### config.mk
export PLATFORM = sky130hd
export DESIGN_NAME = test2_bist
export DESIGN_NICKNAME = d
export VERILOG_FILES = /design/src/rtl/test2_bist_pkg.sv /design/src/rtl/test2_misr.sv /design/src/rtl/test2_bist.sv
export SDC_FILE = /design/constraint.sdc
export NUM_CORES = 1
export LEC_CHECK = 0
export CORE_ASPECT_RATIO = 0.9
export CORE_MARGIN = 2
export CORE_UTILIZATION = 25
export CTS_BUF_LIST = sky130_fd_sc_hd__clkbuf_4 sky130_fd_sc_hd__clkbuf_8 sky130_fd_sc_hd__clkbuf_16
export CTS_CLUSTER_SIZE = 20
export DETAILED_ROUTE_END_ITERATION = 12
export PLACE_DENSITY = 0.48
export SYNTH_ARGS = -nofsm -noshare
export SYNTH_HDL_FRONTEND = slang
export SYNTH_HIERARCHICAL = 1
export SYNTH_SLANG_ARGS = --single-unit
export TNS_END_PERCENT = 1
### constraint.sdc
create_clock -name clk -period 2.1 [get_ports clk]
set_clock_uncertainty 0.15 [all_clocks]
set_input_delay 0.42 -clock clk [delete_from_list [all_inputs] [get_ports clk]]
set_output_delay 0.42 -clock clk [all_outputs]
set_load 0.02 [all_outputs]
### src/rtl/test2_bist_pkg.sv
// Shared types and constants for the test2 BIST wrapper.
// Build option: TEST2_BIST_ZERO_PATTERN_EN prepends the all-zero pattern (16 patterns instead of 15).
package test2_bist_pkg;

  typedef enum logic [1:0] {
    ST_IDLE,
    ST_RUN,
    ST_CHECK,
    ST_DONE
  } state_e;

  localparam logic [3:0]  LFSR_SEED         = 4'b0001;
  // x^4 + x^3 + 1: feedback = q[3] ^ q[2]
  localparam logic [3:0]  LFSR_TAPS         = 4'b1100;
  localparam logic [15:0] DEFAULT_MISR_POLY = 16'h1021;

`ifdef TEST2_BIST_ZERO_PATTERN_EN
  localparam int unsigned NPATTERNS = 16;
`else
  localparam int unsigned NPATTERNS = 15;
`endif

  function automatic logic [3:0] lfsr_next(input logic [3:0] q);
    return {q[2:0], ^(q & LFSR_TAPS)};
  endfunction

endpackage

### src/rtl/test2_misr.sv
// Multiple-input signature register compacting the test2 response.
// Ports: clk, rst_n (sync, active-low), clr (zero signature), en (absorb data),
//        data[NOUTPUTS] (response), sig[MISR_W] (current signature).
module test2_misr
  import test2_bist_pkg::*;
#(
  parameter int unsigned          MISR_W    = 16,
  parameter logic [MISR_W-1:0]    MISR_POLY = MISR_W'(DEFAULT_MISR_POLY),
  parameter int unsigned          NOUTPUTS  = 1
) (
  input  logic                clk,
  input  logic                rst_n,
  input  logic                clr,
  input  logic                en,
  input  logic [NOUTPUTS-1:0] data,
  output logic [MISR_W-1:0]   sig
);

  logic [MISR_W-1:0] sig_q;
  logic [MISR_W-1:0] sig_d;

  always_comb begin
    sig_d = sig_q;
    if (clr) begin
      sig_d = '0;
    end else if (en) begin
      sig_d = {sig_q[MISR_W-2:0], 1'b0}
            ^ (sig_q[MISR_W-1] ? MISR_POLY : '0)
            ^ MISR_W'(data);
    end
  end

  always_ff @(posedge clk) begin
    if (!rst_n) begin
      sig_q <= '0;
    end else begin
      sig_q <= sig_d;
    end
  end

  assign sig = sig_q;

endmodule

### src/rtl/test2_bist.sv
// BIST wrapper for the combinational test2 block: drives LFSR patterns into
// test2 A..D, compacts Y in a MISR and compares against GOLDEN_SIG.
// Ports: clk, rst_n (sync, active-low), start (level), dut_y (test2 Y),
//        pattern (bit3=A..bit0=D), busy, done, pass (valid with done),
//        signature (live MISR), pattern_index (index of applied pattern).
// Build option: TEST2_BIST_ZERO_PATTERN_EN drives 4'b0000 before the LFSR patterns.
module test2_bist
  import test2_bist_pkg::*;
#(
  parameter int unsigned       NINPUTS    = 4,
  parameter int unsigned       NOUTPUTS   = 1,
  parameter int unsigned       MISR_W     = 16,
  parameter logic [MISR_W-1:0] MISR_POLY  = MISR_W'(DEFAULT_MISR_POLY),
  parameter logic [MISR_W-1:0] GOLDEN_SIG = '0
) (
  input  logic                clk,
  input  logic                rst_n,
  input  logic                start,
  input  logic [NOUTPUTS-1:0] dut_y,
  output logic [NINPUTS-1:0]  pattern,
  output logic                busy,
  output logic                done,
  output logic                pass,
  output logic [MISR_W-1:0]   signature,
  output logic [4:0]          pattern_index
);

  // lfsr_q always holds the pattern that will be driven on the next RUN cycle,
  // so both build variants share the same RUN-state update.
`ifdef TEST2_BIST_ZERO_PATTERN_EN
  localparam logic [3:0] FIRST_PATTERN = '0;
  localparam logic [3:0] FIRST_LFSR    = LFSR_SEED;
`else
  localparam logic [3:0] FIRST_PATTERN = LFSR_SEED;
  localparam logic [3:0] FIRST_LFSR    = lfsr_next(LFSR_SEED);
`endif
  localparam logic [4:0] LAST_INDEX = 5'(NPATTERNS - 1);

  state_e               state_q, state_d;
  logic [NINPUTS-1:0]   pattern_q, pattern_d;
  logic [3:0]           lfsr_q, lfsr_d;
  logic [4:0]           index_q, index_d;
  logic                 busy_q, busy_d;
  logic                 done_q, done_d;
  logic                 pass_q, pass_d;
  logic                 misr_clr;
  logic                 misr_en;

  always_comb begin
    state_d   = state_q;
    pattern_d = pattern_q;
    lfsr_d    = lfsr_q;
    index_d   = index_q;
    busy_d    = busy_q;
    done_d    = done_q;
    pass_d    = pass_q;
    misr_clr  = 1'b0;
    misr_en   = 1'b0;

    unique case (state_q)
      ST_IDLE, ST_DONE: begin
        if (state_q == ST_IDLE) begin
          misr_clr  = 1'b1;
          index_d   = '0;
          pattern_d = '0;
        end
        if (start) begin
          state_d   = ST_RUN;
          misr_clr  = 1'b1;
          index_d   = '0;
          pattern_d = FIRST_PATTERN;
          lfsr_d    = FIRST_LFSR;
          busy_d    = 1'b1;
          done_d    = 1'b0;
          pass_d    = 1'b0;
        end
      end
      ST_RUN: begin
        misr_en = 1'b1;
        index_d = index_q + 5'd1;
        if (index_q == LAST_INDEX) begin
          state_d   = ST_CHECK;
          pattern_d = '0;
        end else begin
          pattern_d = lfsr_q;
          lfsr_d    = lfsr_next(lfsr_q);
        end
      end
      ST_CHECK: begin
        pass_d  = (signature == GOLDEN_SIG);
        done_d  = 1'b1;
        busy_d  = 1'b0;
        state_d = ST_DONE;
      end
      default: state_d = ST_IDLE;
    endcase
  end

  always_ff @(posedge clk) begin
    if (!rst_n) begin
      state_q   <= ST_IDLE;
      pattern_q <= '0;
      lfsr_q    <= LFSR_SEED;
      index_q   <= '0;
      busy_q    <= 1'b0;
      done_q    <= 1'b0;
      pass_q    <= 1'b0;
    end else begin
      state_q   <= state_d;
      pattern_q <= pattern_d;
      lfsr_q    <= lfsr_d;
      index_q   <= index_d;
      busy_q    <= busy_d;
      done_q    <= done_d;
      pass_q    <= pass_d;
    end
  end

  test2_misr #(
    .MISR_W   (MISR_W),
    .MISR_POLY(MISR_POLY),
    .NOUTPUTS (NOUTPUTS)
  ) u_misr (
    .clk  (clk),
    .rst_n(rst_n),
    .clr  (misr_clr),
    .en   (misr_en),
    .data (dut_y),
    .sig  (signature)
  );

  assign pattern       = pattern_q;
  assign busy          = busy_q;
  assign done          = done_q;
  assign pass          = pass_q;
  assign pattern_index = index_q;

endmodule
==> results by group <==
Yosys
  • Yosys reg bits: 34
  • Area leader, netlist: dfxtp_1
  • Top FF cell, synth: dfxtp_1
  • Largest family of logic cells by synthesized area: simple AND/OR/NAND/NOR gates
  • Seq/Total Area, Yosys: between 40% and 50%
  • Compound-Gate Fraction of Synth Area: roughly an eighth
  • Async S/R FF share, synth: 0%
  • Synth Warn #: 6
  • Syn avg cell area: between 9 and 10 sq um
  • Most common cell in the netlist: dfxtp_1
  • Post-Syn Area: 1610 sq um
  • Post-synth EDFFs: 0
  • Simple-Gate Fraction of Synth Area: roughly a fifth
  • Post-Syn Instances: 175
  • Synth area leaders: dfxtp_1 42%, mux2i_1 9.9%, nor2_1 6.0%
  • Post-synthesis mux area share: 9.92%
  • Share of Yosys cell area claimed by the top area cell type: between 40% and 50%
  • Adder-Cell Fraction of Synth Area: under 10%
  • Synth cell types: 43
  • Syn_nets: approximately 190
  • Most frequent cells after synthesis: 34 x dfxtp_1, 26 x nor2_1, 16 x mux2i_1, 11 x nand2_1, 8 x a21oi_1
  • XOR/XNOR Fraction of Synth Area: under 10%

Detailed routing
  • Routed WL: ~3.7 mm
  • Post-route ant nets: 0
  • Starting DRC count in detailed routing: between 60 and 70
  • Avg WL per Cell: around 12 um
  • 1st-pass router iterations: 5
  • Via count: 1338
  • DRC: 0
  • Vias per cell: around 4.4

Setup path
  • Req. time, crit path: approximately 1.5 ns
  • Setup Crit Path Kind: flip-flop to output pin
  • Slowest CP cell: clkdlybuf4s50_1
  • Critical path endpoint category: output pin
  • Worst r2r src: state_q[0]
  • Worst reg-to-reg setup slack: 0.21 ns
  • Worst-path cell chain: clkdlybuf4s50_1
  • Max stage delay on crit path: about 0.63 ns
  • Worst R2R Path Depth: 6
  • Reg2reg end: pattern[3]
  • Critical Path Source Type: flip-flop
  • Crit-path max FO: 5
  • CP arrival: about 1.3 ns
  • CP top delay family: buffers and inverters
  • WP buf/inv: 1

STA
  • Hold Vio Cnt, Final: 0
  • Max-Slew Margin vs Limit: just over 70%
  • Fmax: roughly 530 MHz
  • Final Cycle Share: 90.3%
  • Hold slack: about 0.33 ns
  • Fin Setup TNS: 0 ns
  • Min Tclk post-route: 1.90 ns
  • Final setup fails: 0
  • Max-slew violation count: 0
  • Final WS setup: 0.203 ns
  • RSZ-0062 raised after global routing: no
  • Measured slew at the worst slew-check pin: ~0.42 ns

Layout
  • # diodes: 0
  • Area grow syn2layout: 33.9%
  • Layout Cells excl Fill: roughly 300
  • Filler cells: approximately 660
  • Ratio of cells with drive above 1 in the final layout: between 10% and 20%
  • Final Cell Area: 2160 sq um
  • Nets@finish: about 220
  • Final core occ: 35.0%

Job
  • Max-cap violations: 0

GRT
  • Met3 Use GR: approximately 2.8%
  • Met1 Track Usage GR: approximately 15%
  • Pin count of the biggest net entering global routing: 20
  • GRT met2 Usage: between 10% and 20%
  • Gr usage total: 11.1%
  • Global route overflow: 0
  • Gr busiest metal: met2
  • First-pass GRT wire length: 6.09 mm
  • Vias in the first global route: between 1k and 1.5k
  • Antenna violations before repair: 0

Placement
  • Routability Congestion: approximately 0.74
  • Dpl ws: approximately 0.11 ns
  • PortBufs: 31
  • Post-DP Area: between 2000 and 2500 sq um
  • DP HPWL: 2.65 mm
  • Placed cell count: approximately 290

Die
  • Die ar.: ~7100 sq um
  • Num rows: 27
  • Die Wd: about 90 um
  • # IOs: 32
  • Die height: ~80 um
  • Core area: roughly 6200 sq um
  • Initial core utilization: about a quarter

Power and ir drop
  • Leak pwr: between 0.7 and 0.8 nW
  • Final Power: 2.53 mW
  • Worst vdd ir: approximately 0.47 mV
  • Pwr dens: 1170 nW/um^2

Clock network
  • CTS Buf Count: 5
  • CTS H-tree depth: 2
  • Maximum number of buffers from clock root to sink: 2
  • Post-CTS setup buffers: 0
  • CTS tree: built
  • Worst-Skew Late Latency: 0.29 ns
  • CTS Root Buffer Type: clkbuf_8
  • CTS sink count: 34
  • CTS resizes: 0
  • Reg clk slew, reported paths: 0.07 ns
  • # hold bufs at CTS: 0

Status
  • Outcome: finished, final reports clean

Min path
  • Hold Path Depth: 2
  • Min-Delay Path Class: flip-flop to flip-flop
  • Hold Path End: pattern[3]
  • Hold path start: pattern[3]
-- cells in the final DEF, fill, tap and decap left out, drive strengths merged, types with 6 or more instances in the layout --
cell type	n
a21oi	8
buf	11
clkdlybuf4s50	31
dfxtp	34
ha	6
inv	6
mux2i	16
nand2	11
nor2	26
o21ai	7
xnor2	6
-- layout make-up --
| type | instances | area (sq um) | share of cell area (%) |
|---|---|---|---|
| timing repair buffer | 42 | 405 | 18.8 |
| clock inverter | 3 | 40.0 | 1.85 |
| clock buffer | 5 | 68.8 | 3.18 |
| sequential | 34 | 681 | 31.5 |
| tap | 87 | 109 | 5.04 |
| inverter | 6 | 22.5 | 1.04 |
| multi-input combinational | 125 | 835 | 38.6 |
-- where the power goes --
group / switching (mW) / leakage (nW) / internal, mW
Clock: 0.249 / 0.0579 / 0.349
Combinational: 0.636 / 0.442 / 0.476
Sequential: 0.0828 / 0.276 / 0.740
-- logic make-up after synthesis --
logic type               Yosys count
AND/OR/NAND/NOR                   65
adder cells (fa/ha/maj)            6
flip-flops                        34
XOR/XNOR                           7
AO/OA/AOI/OAI                     31
buffers and inverters             16
multiplexers                      16
-- registers in the layout, indices dropped and copies added, names as in the netlist --
signal / flops
done: 1
pattern: 4
pass: 1
state_q: 2
lfsr_q: 4
pattern_index: 5
busy: 1
u_misr/sig: 16
-- how the worst max path moves through the flow --
stage | start | to | cells after the start
floorplan | state_q[0] | pattern[3] | 6
global placement | start | pattern_index[1] | 6
detailed placement | start | pattern[3] | 5
CTS | state_q[0] | pattern[3] | 6
global route | state_q[0] | pattern[0] | 6
finish | pattern_index[2] | pattern_index[2] | 1
-- metal layers --
metal  vias to the layer above  part of all wire (%)  wire, um
li1                        691                     -         -
met1                       628                    51      1880
met2                        15                    45      1650
met3                         4                   2.1        77
met4                         0                   1.8        65
met5                         -                     0         0
No activity file was read; power rests on OpenSTA's default activity.
